==> src/rtl/muldiv_unit.sv <==
// muldiv_unit: iterative signed/unsigned multiply/divide unit with architectural HI/LO registers
// Ports: clk, rst (async, active high); start/op/a/b launch an operation from IDLE;
//   hi_we/lo_we/wdata perform mthi/mtlo while IDLE; busy/done form the stall handshake;
//   div_by_zero is sticky until the next accepted start; hi/lo are the architectural registers.
// Optional: define MULDIV_EARLY_TERM_EN to end multiplies once the remaining multiplier bits are zero.
module muldiv_unit #(
    parameter int WIDTH = 32,
    parameter int CNT_W = $clog2(WIDTH + 1)
) (
    input  logic             clk,
    input  logic             rst,
    input  logic             start,
    input  logic [1:0]       op,
    input  logic [WIDTH-1:0] a,
    input  logic [WIDTH-1:0] b,
    input  logic             hi_we,
    input  logic             lo_we,
    input  logic [WIDTH-1:0] wdata,
    output logic             busy,
    output logic             done,
    output logic             div_by_zero,
    output logic [WIDTH-1:0] hi,
    output logic [WIDTH-1:0] lo
);
    localparam logic [1:0] IDLE = 2'd0, PREP = 2'd1, RUN = 2'd2, FIX = 2'd3;
    logic [1:0]         state;
    logic [CNT_W-1:0]   cnt;
    logic [1:0]         op_q;
    logic               sa, sb;
    // mult: acc = partial product, opb = shifted multiplicand, mq = remaining multiplier
    // div:  acc = {remainder, dividend/quotient}, opb[WIDTH-1:0] = divisor
    logic [2*WIDTH-1:0] acc, opb, prod_fix;
    logic [WIDTH-1:0]   mq, ma, mb, q_fix, r_fix, dvd_fix;
    logic [WIDTH:0]     diff;
    logic               neg, dz, last;
    assign busy     = state != IDLE;
    assign ma       = (!op[0] && a[WIDTH-1]) ? -a : a;
    assign mb       = (!op[0] && b[WIDTH-1]) ? -b : b;
    assign diff     = acc[2*WIDTH-1:WIDTH-1] - {1'b0, opb[WIDTH-1:0]};
    assign neg      = sa ^ sb;
    assign dz       = op_q[1] && opb[WIDTH-1:0] == '0;
    assign prod_fix = neg ? -acc : acc;
    assign q_fix    = neg ? -acc[WIDTH-1:0] : acc[WIDTH-1:0];
    assign r_fix    = sa ? -acc[2*WIDTH-1:WIDTH] : acc[2*WIDTH-1:WIDTH];
    // divide-by-zero skips RUN, so the dividend magnitude is still intact in acc
    assign dvd_fix  = sa ? -acc[WIDTH-1:0] : acc[WIDTH-1:0];
`ifdef MULDIV_EARLY_TERM_EN
    assign last = cnt == CNT_W'(1) || (!op_q[1] && mq[WIDTH-1:1] == '0);
`else
    assign last = cnt == CNT_W'(1);
`endif
    always_ff @(posedge clk or posedge rst) begin
        if (rst) begin
            state       <= IDLE;
            cnt         <= '0;
            op_q        <= '0;
            sa          <= 1'b0;
            sb          <= 1'b0;
            acc         <= '0;
            opb         <= '0;
            mq          <= '0;
            hi          <= '0;
            lo          <= '0;
            done        <= 1'b0;
            div_by_zero <= 1'b0;
        end else begin
            done <= 1'b0;
            case (state)
                IDLE: begin
                    if (hi_we) hi <= wdata;
                    if (lo_we) lo <= wdata;
                    if (start) begin
                        state       <= PREP;
                        op_q        <= op;
                        sa          <= !op[0] && a[WIDTH-1];
                        sb          <= !op[0] && b[WIDTH-1];
                        div_by_zero <= 1'b0;
                        acc         <= op[1] ? {{WIDTH{1'b0}}, ma} : '0;
                        opb         <= {{WIDTH{1'b0}}, op[1] ? mb : ma};
                        mq          <= mb;
                    end
                end
                PREP: begin
                    state <= dz ? FIX : RUN;
                    cnt   <= CNT_W'(WIDTH);
                end
                RUN: begin
                    cnt   <= cnt - 1'b1;
                    state <= last ? FIX : RUN;
                    if (op_q[1])
                        acc <= diff[WIDTH] ? {acc[2*WIDTH-2:0], 1'b0}
                                           : {diff[WIDTH-1:0], acc[WIDTH-2:0], 1'b1};
                    else begin
                        acc <= acc + (mq[0] ? opb : '0);
                        opb <= opb << 1;
                        mq  <= mq >> 1;
                    end
                end
                FIX: begin
                    state       <= IDLE;
                    done        <= 1'b1;
                    div_by_zero <= dz;
                    {hi, lo}    <= !op_q[1] ? prod_fix
                                 : dz       ? {dvd_fix, {WIDTH{1'b1}}}
                                 :            {r_fix, q_fix};
                end
            endcase
        end
    end
endmodule

==> config.mk <==
export PLATFORM = sky130hd
export DESIGN_NAME = muldiv_unit
export DESIGN_NICKNAME = d
export VERILOG_FILES = /design/src/rtl/muldiv_unit.sv
export SDC_FILE = /design/constraint.sdc
export NUM_CORES = 1
export LEC_CHECK = 0
export CORE_ASPECT_RATIO = 0.7
export CORE_MARGIN = 3
export CORE_UTILIZATION = 55
export CTS_CLUSTER_DIAMETER = 40
export DETAILED_ROUTE_END_ITERATION = 16
export PLACE_DENSITY = 0.78
export SETUP_SLACK_MARGIN = 0.3
export SKIP_CTS_REPAIR_TIMING = 1
export SYNTH_ARGS = -nofsm -noshare
export SYNTH_HDL_FRONTEND = slang
export SYNTH_SLANG_ARGS = --single-unit
export TNS_END_PERCENT = 20
==> constraint.sdc <==
create_clock -name clk -period 7.9 [get_ports clk]
set_clock_uncertainty 0.15 [all_clocks]
set_input_delay 1.185 -clock clk [delete_from_list [all_inputs] [get_ports clk]]
set_output_delay 1.185 -clock clk [all_outputs]
set_load 0.01 [all_outputs]
==> impl_metrics.xml <==
<?xml version="1.0" encoding="UTF-8"?>
<metrics>
  <group name="status">
    <metric name="outcome" unit="">finished, final reports clean</metric>
  </group>
  <group name="power">
    <metric name="cellPowerDensity" unit="nW/um^2">468.2</metric>
    <metric name="p_leak" unit="nW">10.05</metric>
    <metric name="peakVddDrop" unit="mV">0.2309</metric>
  </group>
  <group name="clock_tree">
    <metric name="ctsRootBufferMaster" unit="">sky130_fd_sc_hd__clkbuf_16</metric>
    <metric name="numCtsBuffers" unit="">31</metric>
    <metric name="clkLatencyLatePin" unit="ns">0.60</metric>
    <metric name="cts_tree" unit="">done</metric>
    <metric name="ctsLongestPathBuffers" unit="">3</metric>
    <metric name="tritoncts_num_sinks" unit="">237</metric>
    <metric name="clock_transition_at_the_registers_of_the_reported_paths" unit="ns">0.06</metric>
    <metric name="h-tree-depth" unit="">1</metric>
  </group>
  <group name="place">
    <metric name="port-buffer-count" unit="">169</metric>
    <metric name="post-place-ws" unit="ns">2.930</metric>
    <metric name="dp_hpwl" unit="um">59110</metric>
    <metric name="gp_congestion" unit="">1.041</metric>
    <metric name="placement.cell_area" unit="um^2">23060</metric>
  </group>
  <group name="floorplan">
    <metric name="rows" unit="">59</metric>
    <metric name="ios" unit="">170</metric>
    <metric name="die_height" unit="um">170.1</metric>
    <metric name="initial_utilization" unit="">0.5632</metric>
    <metric name="core" unit="um^2">37570</metric>
    <metric name="dieArea" unit="um^2">40900</metric>
    <metric name="die_w" unit="um">240.4</metric>
  </group>
  <group name="synth">
    <metric name="seq_area_frac_synth" unit="">0.2803</metric>
    <metric name="avgSynthCellArea" unit="um^2">7.711</metric>
    <metric name="dominantRegCellSynth" unit="">sky130_fd_sc_hd__dfrtp_1</metric>
    <metric name="syn-cell-area" unit="um^2">21160</metric>
    <metric name="yosys_warnings" unit="">0</metric>
    <metric name="synth-seq-cells" unit="">237</metric>
    <metric name="postSynthNetCount" unit="">2954</metric>
    <metric name="ys_async_sr_fraction" unit="">1.000</metric>
    <metric name="syn_inst" unit="">2744</metric>
    <metric name="number_of_synthesized_flops_with_an_enable_pin" unit="">0</metric>
    <metric name="ys_types" unit="">80</metric>
  </group>
  <group name="sta">
    <metric name="unrepaired_setup_endpoints_after_global_routing" unit="">false</metric>
    <metric name="timing.final.crit_period" unit="ns">5.119</metric>
    <metric name="hold_violations" unit="">0</metric>
    <metric name="tightestPinTransition" unit="ns">1.296</metric>
    <metric name="timing_max_transition_violations_final" unit="">0</metric>
    <metric name="period_utilization_post_route" unit="">0.6480</metric>
    <metric name="clock.fmax" unit="MHz">195.4</metric>
    <metric name="worst_slew_margin_rel" unit="">0.1345</metric>
    <metric name="final_critical_path_setup_slack" unit="ns">2.781</metric>
    <metric name="fin_worst_hold_slack" unit="ns">0.3294</metric>
    <metric name="setup_viol" unit="">0</metric>
    <metric name="fin_setup_tns" unit="ns">0</metric>
  </group>
  <group name="route">
    <metric name="remaining_drc_errors" unit="">0</metric>
    <metric name="detail_route.wirelength.met1" unit="um">34790</metric>
    <metric name="drt_first_pass_iters" unit="">7</metric>
    <metric name="vias_per_cell" unit="">6.662</metric>
    <metric name="initialDrtViolationCount" unit="">3253</metric>
    <metric name="top_layer_used" unit="">met5</metric>
    <metric name="detailed_route_wire_length" unit="um">77970</metric>
    <metric name="postRouteAntennaNets" unit="">0</metric>
    <metric name="dr_wl_met3" unit="um">10490</metric>
    <metric name="met2_length" unit="um">30140</metric>
    <metric name="routed-via-count" unit="">21970</metric>
    <metric name="drt-wirelength-per-cell" unit="um">23.64</metric>
  </group>
  <group name="critical_path">
    <metric name="critPathKind" unit="">flip-flop to flip-flop</metric>
    <metric name="cp_slowest_cell" unit="">sky130_fd_sc_hd__dfrtp_2</metric>
    <metric name="cpMostUsedCell" unit="">sky130_fd_sc_hd__o211ai_1</metric>
    <metric name="worstPathArrival" unit="ns">5.43</metric>
    <metric name="max_stage_delay" unit="ns">0.76</metric>
    <metric name="crit_buf_inv" unit="">0</metric>
    <metric name="crit_family" unit="">compound AO/OA/AOI/OAI gates</metric>
    <metric name="worst_setup_path_end_kind" unit="">flip-flop</metric>
    <metric name="critical_path.cell_chain" unit="">and2_1 -&gt; ha_1 -&gt; fa_1 -&gt; a211oi_1 -&gt; o211ai_1 -&gt; nand3b_1 -&gt; o211ai_1 -&gt; o2111ai_1 -&gt; a21oi_1 -&gt; o41ai_1 -&gt; mux2i_1 -&gt; a2111oi_0 -&gt; o221ai_1</metric>
    <metric name="critPathLaunchType" unit="">flip-flop</metric>
    <metric name="worstPathRequired" unit="ns">8.21</metric>
    <metric name="critPathMaxFanout" unit="">66</metric>
  </group>
  <group name="layout">
    <metric name="area_growth_syn_to_layout" unit="%">14.10</metric>
    <metric name="finish.net_count" unit="">2995</metric>
    <metric name="drive_above_1_share" unit="">0.05128</metric>
    <metric name="layout.area.seq" unit="um^2">5934</metric>
    <metric name="finalCoreUtilization" unit="">0.6426</metric>
    <metric name="multi_input_comb_area" unit="um^2">14310</metric>
    <metric name="nFillCells" unit="">3322</metric>
    <metric name="design_area" unit="um^2">24140</metric>
  </group>
  <group name="global_route">
    <metric name="grt_max_degree" unit="">159</metric>
    <metric name="groute.usage.overall" unit="">0.3727</metric>
    <metric name="overflow" unit="">0</metric>
    <metric name="grt_pass1_vias" unit="">19830</metric>
    <metric name="grt_first_pass_wirelength" unit="um">118800</metric>
    <metric name="antenna_violations_before_repair" unit="">4</metric>
  </group>
  <group name="min_path">
    <metric name="min_path_type" unit="">flip-flop to flip-flop</metric>
  </group>
  <group name="run">
    <metric name="maxCapViolations" unit="">0</metric>
  </group>
</metrics>
## report_power, final
part	total (mW)	switching [mW]	leakage [nW]	internal (mW)
logic	7.27	4.55	6.54	2.72
registers	2.54	0.826	2.99	1.71
clock network	1.50	0.620	0.519	0.877
## state kept, by name, indices dropped and copies added, names as in the netlist
name / cells
acc: 64
cnt: 6
div_by_zero: 1
done: 1
hi: 32
lo: 32
mq: 32
op_q: 1
opb: 64
sa: 1
sb: 1
state: 2
## worst reg2reg max path: stages, from the launching register on
cell and delay [ns]:
sky130_fd_sc_hd__dfrtp_2 0.76, sky130_fd_sc_hd__and2_1 0.34, sky130_fd_sc_hd__ha_1 0.20, sky130_fd_sc_hd__fa_1 0.43, sky130_fd_sc_hd__a211oi_1 0.32, sky130_fd_sc_hd__o211ai_1 0.22
sky130_fd_sc_hd__nand3b_1 0.14, sky130_fd_sc_hd__o211ai_1 0.32, sky130_fd_sc_hd__o2111ai_1 0.41, sky130_fd_sc_hd__a21oi_1 0.16, sky130_fd_sc_hd__o41ai_1 0.71, sky130_fd_sc_hd__mux2i_1 0.18
sky130_fd_sc_hd__a2111oi_0 0.47, sky130_fd_sc_hd__o221ai_1 0.17
## synth_stat cells (23+ instances only)
cell                         n  area [um^2]
sky130_fd_sc_hd__o21ai_0   257         1286
sky130_fd_sc_hd__nand3_1    37        185.2
sky130_fd_sc_hd__or3_1      33        206.5
sky130_fd_sc_hd__a22oi_1    23        172.7
sky130_fd_sc_hd__a31oi_1    25        156.4
sky130_fd_sc_hd__mux2i_1    36        360.4
sky130_fd_sc_hd__nor4_1     24        150.1
sky130_fd_sc_hd__nand4_1    24        150.1
sky130_fd_sc_hd__inv_1      72        270.3
sky130_fd_sc_hd__nand2_1   323         1212
sky130_fd_sc_hd__a21o_1     35        262.8
sky130_fd_sc_hd__xor2_1    106        928.4
sky130_fd_sc_hd__o22ai_1    27        168.9
sky130_fd_sc_hd__o31ai_1    45        337.8
sky130_fd_sc_hd__and2_1     70        437.9
sky130_fd_sc_hd__ha_1      105         1314
sky130_fd_sc_hd__clkbuf_1  163        611.8
sky130_fd_sc_hd__nor3_1     39        195.2
sky130_fd_sc_hd__nand2b_1   23        143.9
sky130_fd_sc_hd__dfrtp_1   237         5931
sky130_fd_sc_hd__a22o_1     36        315.3
sky130_fd_sc_hd__nor2b_1    27        168.9
sky130_fd_sc_hd__xnor2_1   146         1279
sky130_fd_sc_hd__a21oi_1   258         1291
sky130_fd_sc_hd__a211oi_1   51        382.9
sky130_fd_sc_hd__nor2_1    235        882.1
## logic make-up after synthesis
family | after synthesis | synth area share
buf+inv | 264 | 0.04908
compound gates | 926 | 0.2749
flops | 237 | 0.2803
simple gates | 912 | 0.2046
xor+xnor | 252 | 0.1043
mux | 46 | 0.02288
fa+ha+maj | 107 | 0.06398
## worst paths after layout
kind | startpoint | to | slack, ns | depth (start not counted)
hold reg to reg | lo[29]$_DFFE_PP0P_ | lo[29]$_DFFE_PP0P_ | 0.33 | 1
min in group asynchronous | rst | cnt[2]$_DFFE_PP0P_ | 0.71 | 2
hold / removal | lo[29]$_DFFE_PP0P_ | lo[29]$_DFFE_PP0P_ | 0.33 | 1
setup reg to reg | mq[0]$_DFFE_PP0P_ | acc[60]$_DFFE_PP0P_ | 2.78 | 13
max in group asynchronous | rst | hi[26]$_DFFE_PP0P_ | 5.67 | 3
setup / recovery | mq[0]$_DFFE_PP0P_ | acc[60]$_DFFE_PP0P_ | 2.78 | 13
## routing by layer
metal | vias to the layer above | global-route usage
li1 | 10020 | -
met5 | - | 0
met1 | 10370 | 0.5775
met4 | 6 | 0.1099
met2 | 1402 | 0.5019
met3 | 170 | 0.09542
## placed cells by master (no fill, tap or decap), types with 45 or more instances in the layout
master | Yosys | routed
sky130_fd_sc_hd__a211oi_1 | 51 | 51
sky130_fd_sc_hd__a21oi_1 | 258 | 256
sky130_fd_sc_hd__and2_1 | 70 | 70
sky130_fd_sc_hd__clkdlybuf4s50_1 | 0 | 168
sky130_fd_sc_hd__dfrtp_1 | 237 | 234
sky130_fd_sc_hd__ha_1 | 105 | 103
sky130_fd_sc_hd__inv_1 | 72 | 71
sky130_fd_sc_hd__nand2_1 | 323 | 322
sky130_fd_sc_hd__nor2_1 | 235 | 233
sky130_fd_sc_hd__o21ai_0 | 257 | 257
sky130_fd_sc_hd__o31ai_1 | 45 | 45
sky130_fd_sc_hd__xnor2_1 | 146 | 144
sky130_fd_sc_hd__xor2_1 | 106 | 105
## through the flow
stage	total power [mW]	cells
after floorplan	7.209	2744
after global placement	9.392	3240
after detailed placement	9.532	3240
after CTS	11.05	3296
after global routing	12.03	3296
final	11.30	3298
## cell type report
cell class                 instances  area share
antenna                            2   0.0002073
clock buffer                      36     0.03498
clock inverter                    20    0.009794
inverter                          73     0.01150
multi-input combinational       2243      0.5927
sequential                       237      0.2458
tap                              488     0.02529
timing repair buffer             199     0.07970
Note: power is estimated with default switching activity, not from simulation.
